===== src/rtl/alu_ctrl_decode.sv =====
// RV32I decode stage feeding the ALU: valid/ready input, one-entry registered output.
// Define DECODE_ILLEGAL_TRAP_EN to flag undecodable instructions instead of decoding them as NOPs.
module alu_ctrl_decode #(
    parameter logic [31:0] NOP_INST = 32'h0000_0013
) (
    input  logic        clk,
    input  logic        rst,
    input  logic [31:0] inst,
    input  logic        in_valid,
    output logic        in_ready,
    input  logic        flush,
    output logic        out_valid,
    input  logic        out_ready,
    output logic [3:0]  alu_op,
    output logic [1:0]  a_sel,
    output logic        b_sel,
    output logic [31:0] imm,
    output logic        is_branch,
    output logic        is_jump,
    output logic        illegal
);

    localparam logic [6:0] OPC_OP     = 7'b0110011;
    localparam logic [6:0] OPC_OPIMM  = 7'b0010011;
    localparam logic [6:0] OPC_LOAD   = 7'b0000011;
    localparam logic [6:0] OPC_STORE  = 7'b0100011;
    localparam logic [6:0] OPC_BRANCH = 7'b1100011;
    localparam logic [6:0] OPC_LUI    = 7'b0110111;
    localparam logic [6:0] OPC_AUIPC  = 7'b0010111;
    localparam logic [6:0] OPC_JAL    = 7'b1101111;
    localparam logic [6:0] OPC_JALR   = 7'b1100111;

    localparam logic [6:0] F7_ZERO = 7'b0000000;
    localparam logic [6:0] F7_ALT  = 7'b0100000;

    localparam logic [3:0] ALU_ADD = 4'h0;
    localparam logic [3:0] ALU_SUB = 4'h1;
    localparam logic [3:0] ALU_AND = 4'h2;
    localparam logic [3:0] ALU_OR  = 4'h3;
    localparam logic [3:0] ALU_XOR = 4'h4;
    localparam logic [3:0] ALU_SLL = 4'h5;
    localparam logic [3:0] ALU_SRL = 4'h6;
    localparam logic [3:0] ALU_SRA = 4'h7;
    localparam logic [3:0] ALU_EQ  = 4'h8;
    localparam logic [3:0] ALU_NE  = 4'h9;
    localparam logic [3:0] ALU_LT  = 4'hA;
    localparam logic [3:0] ALU_GE  = 4'hB;
    localparam logic [3:0] ALU_LTU = 4'hC;
    localparam logic [3:0] ALU_GEU = 4'hD;

    localparam logic [1:0] A_RS1  = 2'd0;
    localparam logic [1:0] A_PC   = 2'd1;
    localparam logic [1:0] A_ZERO = 2'd2;
    localparam logic       B_RS2  = 1'b0;
    localparam logic       B_IMM  = 1'b1;

    typedef struct packed {
        logic [3:0]  alu_op;
        logic [1:0]  a_sel;
        logic        b_sel;
        logic [31:0] imm;
        logic        is_branch;
        logic        is_jump;
        logic        illegal;
    } dec_t;

    // Shared funct3 map of the register and immediate ALU groups; alt picks sub/sra.
    function automatic logic [3:0] f3_to_alu(input logic [2:0] f3, input logic alt);
        logic [3:0] op;
        case (f3)
            3'b000:  op = alt ? ALU_SUB : ALU_ADD;
            3'b001:  op = ALU_SLL;
            3'b010:  op = ALU_LT;
            3'b011:  op = ALU_LTU;
            3'b100:  op = ALU_XOR;
            3'b101:  op = alt ? ALU_SRA : ALU_SRL;
            3'b110:  op = ALU_OR;
            default: op = ALU_AND;
        endcase
        return op;
    endfunction

    function automatic dec_t decode(input logic [31:0] i);
        dec_t        d;
        logic [6:0]  opc;
        logic [6:0]  f7;
        logic [2:0]  f3;
        logic        bad;
        logic        is_shift;
        logic [31:0] imm_i;
        logic [31:0] imm_s;
        logic [31:0] imm_b;
        logic [31:0] imm_u;
        logic [31:0] imm_j;

        opc      = i[6:0];
        f3       = i[14:12];
        f7       = i[31:25];
        is_shift = (f3 == 3'b001) || (f3 == 3'b101);
        imm_i    = {{20{i[31]}}, i[31:20]};
        imm_s    = {{20{i[31]}}, i[31:25], i[11:7]};
        imm_b    = {{19{i[31]}}, i[31], i[7], i[30:25], i[11:8], 1'b0};
        imm_u    = {i[31:12], 12'h000};
        imm_j    = {{11{i[31]}}, i[31], i[19:12], i[20], i[30:21], 1'b0};

        d.alu_op    = ALU_ADD;
        d.a_sel     = A_RS1;
        d.b_sel     = B_IMM;
        d.imm       = imm_i;
        d.is_branch = 1'b0;
        d.is_jump   = 1'b0;
        d.illegal   = 1'b0;
        bad         = 1'b0;

        case (opc)
            OPC_OP: begin
                d.b_sel  = B_RS2;
                d.alu_op = f3_to_alu(f3, f7 == F7_ALT);
                bad = !((f7 == F7_ZERO) ||
                        ((f7 == F7_ALT) && ((f3 == 3'b000) || (f3 == 3'b101))));
            end
            OPC_OPIMM: begin
                // Only the shifts reuse funct7; for everything else those bits are immediate.
                d.alu_op = f3_to_alu(f3, (f3 == 3'b101) && (f7 == F7_ALT));
                bad = is_shift && !((f7 == F7_ZERO) || ((f3 == 3'b101) && (f7 == F7_ALT)));
            end
            OPC_LOAD: begin
                d.imm = imm_i;
            end
            OPC_STORE: begin
                d.imm = imm_s;
            end
            OPC_BRANCH: begin
                d.b_sel     = B_RS2;
                d.imm       = imm_b;
                d.is_branch = 1'b1;
                case (f3)
                    3'b000:  d.alu_op = ALU_EQ;
                    3'b001:  d.alu_op = ALU_NE;
                    3'b100:  d.alu_op = ALU_LT;
                    3'b101:  d.alu_op = ALU_GE;
                    3'b110:  d.alu_op = ALU_LTU;
                    3'b111:  d.alu_op = ALU_GEU;
                    default: bad = 1'b1;
                endcase
            end
            OPC_LUI: begin
                d.a_sel = A_ZERO;
                d.imm   = imm_u;
            end
            OPC_AUIPC: begin
                d.a_sel = A_PC;
                d.imm   = imm_u;
            end
            OPC_JAL: begin
                d.a_sel   = A_PC;
                d.imm     = imm_j;
                d.is_jump = 1'b1;
            end
            OPC_JALR: begin
                d.is_jump = 1'b1;
                bad       = (f3 != 3'b000);
            end
            default: bad = 1'b1;
        endcase

        if (bad) begin
`ifdef DECODE_ILLEGAL_TRAP_EN
            d.alu_op    = ALU_ADD;
            d.a_sel     = A_RS1;
            d.b_sel     = B_RS2;
            d.is_branch = 1'b0;
            d.is_jump   = 1'b0;
            d.illegal   = 1'b1;
`else
            d.alu_op    = ALU_ADD;
            d.a_sel     = A_RS1;
            d.b_sel     = B_IMM;
            d.is_branch = 1'b0;
            d.is_jump   = 1'b0;
            d.illegal   = 1'b0;
`endif
        end
        return d;
    endfunction

    dec_t in_dec;
    dec_t nop_dec;
    dec_t out_q;
    dec_t out_d;
    logic out_valid_q;
    logic out_valid_d;
    logic accept;

    assign in_dec   = decode(inst);
    assign nop_dec  = decode(NOP_INST);
    assign in_ready = !out_valid_q || out_ready;
    assign accept   = in_valid && in_ready;

    always_comb begin
        out_d       = out_q;
        out_valid_d = out_valid_q;
        if (flush) begin
            // A concurrent handshake still completes upstream; its payload is simply dropped.
            out_d       = nop_dec;
            out_valid_d = 1'b0;
        end else if (accept) begin
            out_d       = in_dec;
            out_valid_d = 1'b1;
        end else if (out_ready) begin
            out_valid_d = 1'b0;
        end
    end

    always_ff @(posedge clk or posedge rst) begin
        if (rst) begin
            out_q       <= nop_dec;
            out_valid_q <= 1'b0;
        end else begin
            out_q       <= out_d;
            out_valid_q <= out_valid_d;
        end
    end

    assign out_valid = out_valid_q;
    assign alu_op    = out_q.alu_op;
    assign a_sel     = out_q.a_sel;
    assign b_sel     = out_q.b_sel;
    assign imm       = out_q.imm;
    assign is_branch = out_q.is_branch;
    assign is_jump   = out_q.is_jump;
    assign illegal   = out_q.illegal;

endmodule


===== config.mk =====
export PLATFORM = sky130hd
export DESIGN_NAME = alu_ctrl_decode
export DESIGN_NICKNAME = d
export VERILOG_FILES = /design/src/rtl/alu_ctrl_decode.sv
export SDC_FILE = /design/constraint.sdc
export NUM_CORES = 1
export LEC_CHECK = 0
export ABC_AREA = 1
export CAP_MARGIN = 0
export CORE_MARGIN = 2
export CORE_UTILIZATION = 42
export CTS_BUF_LIST = sky130_fd_sc_hd__clkbuf_4 sky130_fd_sc_hd__clkbuf_8
export CTS_CLUSTER_SIZE = 30
export DETAILED_ROUTE_END_ITERATION = 8
export GPL_TIMING_DRIVEN = 0
export MAX_ROUTING_LAYER = met4
export PLACE_DENSITY = 0.79
export SLEW_MARGIN = 30
export SYNTH_ARGS = -nofsm -noshare
export SYNTH_HDL_FRONTEND = slang
export SYNTH_SLANG_ARGS = --single-unit

===== constraint.sdc =====
create_clock -name clk -period 1.1 [get_ports clk]
set_input_delay 0.165 -clock clk [delete_from_list [all_inputs] [get_ports clk]]
set_output_delay 0.165 -clock clk [all_outputs]
set_load 0.05 [all_outputs]

# ---- After elaboration in Yosys (flattened, before gate mapping)
# Index checks and enable logic that the tools add are counted.
dict set report op_classes {
  eq_ne 17
  mux 22
  reduce_logical 23
}
# op n
set op_table {}
lappend op_table {{one-hot mux 31 bit (4 select lines)} 1}
lappend op_table {{2-to-1 mux 42 bit} 2}
lappend op_table {{one-hot mux 4 bit (7 select lines)} 2}
lappend op_table {{== test 7 x 6 -> 1 bit, second input constant} 4}
lappend op_table {{one-hot mux 4 bit (6 select lines)} 1}
lappend op_table {{== test 7 bit, second input constant} 3}
lappend op_table {{== test 7 x 5 -> 1 bit, second input constant} 2}
lappend op_table {{== test 3 bit, second input constant} 4}
lappend op_table {{one-hot mux 4 bit (3 select lines)} 1}
lappend op_table {{2-to-1 mux 1 bit} 11}
lappend op_table {{OR reduction 2 bit} 4}
lappend op_table {{== test 7 x 2 -> 1 bit, second input constant} 1}
lappend op_table {{logical NOT 7 bit} 1}
lappend op_table {{2-to-1 mux 7 bit} 1}
lappend op_table {{== test 3 x 2 -> 1 bit, second input constant} 2}
lappend op_table {{nonzero test 3 bit} 2}
lappend op_table {{OR reduction 6 bit} 1}
lappend op_table {{logical OR 1 bit} 5}
lappend op_table {{one-hot mux 1 bit (5 select lines)} 1}
lappend op_table {{OR reduction 5 bit} 1}
lappend op_table {{logical AND 1 bit} 4}
lappend op_table {{one-hot mux 2 bit (2 select lines)} 1}
lappend op_table {{== test 3 x 1 -> 1 bit, second input constant} 1}
lappend op_table {{logical NOT 1 bit} 3}
lappend op_table {{3 further kinds} 3}
dict set report word_totals {
  register_bits 43
  output_inout_bits 44
  word_cells 70
}

# ---- Depth between registers and ports, before layout
dict set report logic_depth {
  word_depth 9
  depth_mapped 13
  mapped_depth_nobuf 12
}

# ---- Worst setup path before layout
# No wires, ideal clock.
dict set report synth_path {
  kind {register -> register}
  from {reg out_valid_q, in the netlist out_valid}
  to {reg out_q (netlist bit b_sel)}
  t_arrival_ns 1.471
  path_slack_ns -0.444
  stages_incl_launch_ff 7
  synth_period_minus_slack_ns 1.544
  path_cell_list {dfrtp_1 -> a21oi_1 -> nor2_1 -> clkbuf_1 -> nand2_1 -> nand2_1 -> inv_1}
}
dict set report synth_via {
  elab_chain_len 4
}
# element line_no
set synth_lines {}
lappend synth_lines {{from (decl)} 191} ;# logic out_valid_q;
lappend synth_lines {{from (signal assigned)} 221} ;# out_valid_q <= out_valid_d;
lappend synth_lines {{logical NOT 1 bit} 197} ;# assign in_ready = !out_valid_q || out_ready;
lappend synth_lines {{logical OR 1 bit} 197}
lappend synth_lines {{logical AND 1 bit} 198} ;# assign accept = in_valid && in_ready;
lappend synth_lines {{nonzero test 2 bit (no line)} --}
lappend synth_lines {{to (signal assigned)} 217} ;# out_q <= nop_dec;
lappend synth_lines {{to (signal assigned)} 220} ;# out_q <= out_d;
lappend synth_lines {{to (decl)} 189} ;# dec_t out_q;
# No other way between the ends.
# A chain may end at the register's enable or synchronous reset.

# ---- Worst setup path after layout
dict set report layout_path {
  from {reg out_valid_q, in the netlist out_valid}
  to {reg out_q (netlist bit imm[6])}
}
# Same word-level chain as after synthesis.

==> impl_metrics.json <==
{
  "status": "finished, violations left",
  "failed_checks": "negative setup slack",
  "maxCapViolCount": 0,
  "p_leak_uw": 0.00187,
  "setup_ws_ns": -0.150,
  "synth_area_leader_cell": "dfrtp_1",
  "power_uw": 3860,
  "ys_top_cells_by_area": "dfrtp_1, nand2_1, a21oi_1",
  "powerDensity_nw_per_um2": 1080,
  "end_kind": "register",
  "synth_top_area_share": 0.449,
  "antenna_found_initial": 0,
  "die_height_um": 77.8,
  "hold_violations": 0,
  "cts.sinks": 42,
  "path_clk_slew_ns": 0.08,
  "final-setup-viol-count": 43,
  "postRouteAntennaNets": 0,
  "crit_path_start_kind": "register",
  "post_drt_wl_per_cell_um": 14.6,
  "syn_inst": 299,
  "cts.hold.buffers_added": 0,
  "worst_hold_slack_ns": 0.200,
  "clock_skew_ns": 0.00444,
  "ys_seq_elements": 42,
  "fin_cells": 478,
  "grt_overflow": 0,
  "fin_util": 0.690,
  "synth_cell_types": 28,
  "place_inst": 446,
  "diodes": 0,
  "worstPathRequired_ns": 1.28,
  "fillers": 451,
  "drt-vias-per-instance": 5.07,
  "initialDrtViolationCount": 158,
  "path_max_fanout": 7,
  "firstDrtPassIters": 4,
  "ys_seq_area_frac": 0.460,
  "fin_nets": 444,
  "route.detailed.drc": 0,
  "final_cell_mix": "nand2_1, dfrtp_1, clkbuf_4",
  "grtUsageTotal": 0.243,
  "syn_area_um2": 2290,
  "cts_made_buffers": 5,
  "yosysWarnings": 0,
  "ir_drop_mv": 1.01,
  "hold_path_class": "primary input to asynchronous set/reset pin",
  "gp_congestion": 0.888,
  "root_buffer": "clkbuf_8",
  "fin_crit_sh": 1.14,
  "crit_type": "register to register",
  "clk_latency_ns": 0.29,
  "cts_tree": "done",
  "ios": 81,
  "rows": 26,
  "report.final.slew_viol_count": 0,
  "cts_buffer_depth": 2,
  "grt_pass1_wl_um": 11400,
  "die-area_um2": 6050,
  "area_growth_pct": 56.2,
  "grt_max_degree": 43,
  "vias": 2424,
  "initial_core_util": 0.442,
  "drt_wl_total_um": 6990,
  "drive_above_1_share": 0.387,
  "syn_avg_cell_area_um2": 7.65,
  "core_um2": 5170,
  "layout_commonest_cell": "nand2_1",
  "fp.dieW_um": 77.8,
  "grt_pass1_vias": 2272,
  "htreeDepth": 2,
  "max_freq_mhz": 800,
  "tns_ns": -4.34,
  "dp_hpwl_um": 4890,
  "period_needed_ns": 1.25,
  "io_buffers": 77,
  "cp_data_arrival_time_ns": 1.43,
  "syn-num-nets": 336,
  "rsz0062_at_grt": "true"
}
path summary, 6_finish.rpt:
path                           start         to  slack, ns  cells after the start
setup reg to reg           out_valid     imm[6]      -0.15                      5
min in group clk             inst[0]   a_sel[1]       0.27                      3
max in group asynchronous        rst      b_sel       0.38                      3
setup / recovery           out_valid     imm[6]      -0.15                      5
hold reg to reg            alu_op[2]  alu_op[2]       0.48                      2
hold / removal                   rst    imm[15]       0.20                      2
cell usage after synthesis (all sizes together):
cell,number
o211ai,5
buf,6
a32o,7
nand3,20
dfstp,1
a31oi,1
o31ai,4
o21ai,27
nor3,1
dfrtp,41
nor2,26
nand4,1
nand2,93
o22ai,1
a21oi,23
clkbuf,7
conb,1
inv,34
stage by stage:
step                setup slack (ns)  area, µm²
global route                  -0.194       3570
floorplan                     -0.177       2330
detailed placement            -0.953       3190
finish                        -0.150       3570
global placement              -0.923       3190
CTS                           -0.161       3450
layout make-up:
cell class / count / area, µm² / area share
flip-flops and latches: 42 / 1050 / 0.295
well taps: 70 / 87.6 / 0.0245
clock buffers: 5 / 68.8 / 0.0193
multi-input cells: 210 / 1210 / 0.340
inverters: 34 / 144 / 0.0403
repair buffers: 101 / 838 / 0.235
plain buffers: 13 / 124 / 0.0347
clock inverters: 3 / 40.0 / 0.0112
per-layer routing:
metal | vias up | track usage | wire length (µm) | share of wire
met4 | 0 | 0.0446 | 21 | 0.0030
met1 | 1138 | 0.327 | 3040 | 0.43
met3 | 2 | 0.0384 | 496 | 0.071
met5 | - | - | 0 | 0
met2 | 86 | 0.393 | 3440 | 0.49
li1 | 1198 | - | - | -
worst max-delay path, cell delays in order, from the launching register on:
cell	delay [ns]
dfrtp_2	0.43
a21oi_4	0.16
buf_6	0.12
nor2_4	0.05
clkbuf_8	0.16
a32o_1	0.21
cells by family (layout without fill, tap and decap cells):
logic type	Yosys count	after routing	share of synthesized area
AOI/OAI and AO/OA	68	68	0.177
other	1	1	0.00164
DFF	42	42	0.460
buffers and inverters	47	156	0.0881
and+or+nand+nor	141	141	0.273
report_power, final:
part / internal, µW / total [µW] / leakage (µW) / switching [µW]
Sequential: 1620 / 1670 / 0.000561 / 46.1
Combinational: 352 / 1000 / 0.00125 / 651
Clock: 668 / 1190 / 0.0000579 / 523
Total: 2640 / 3860 / 0.00187 / 1220
timing repair:
action	CTS	global route
setup buffers	17	3
gates resized for setup	311	56
cloned	3	0
pin swaps	21	10
endpoints found under the setup margin	84	77
registers in the layout, summed over array words and instances (netlist names):
name and cells:
b_sel 1, is_jump 1, alu_op 4, is_branch 1
a_sel 2, out_valid 1, imm 32
(Power assumes the default switching activity.)
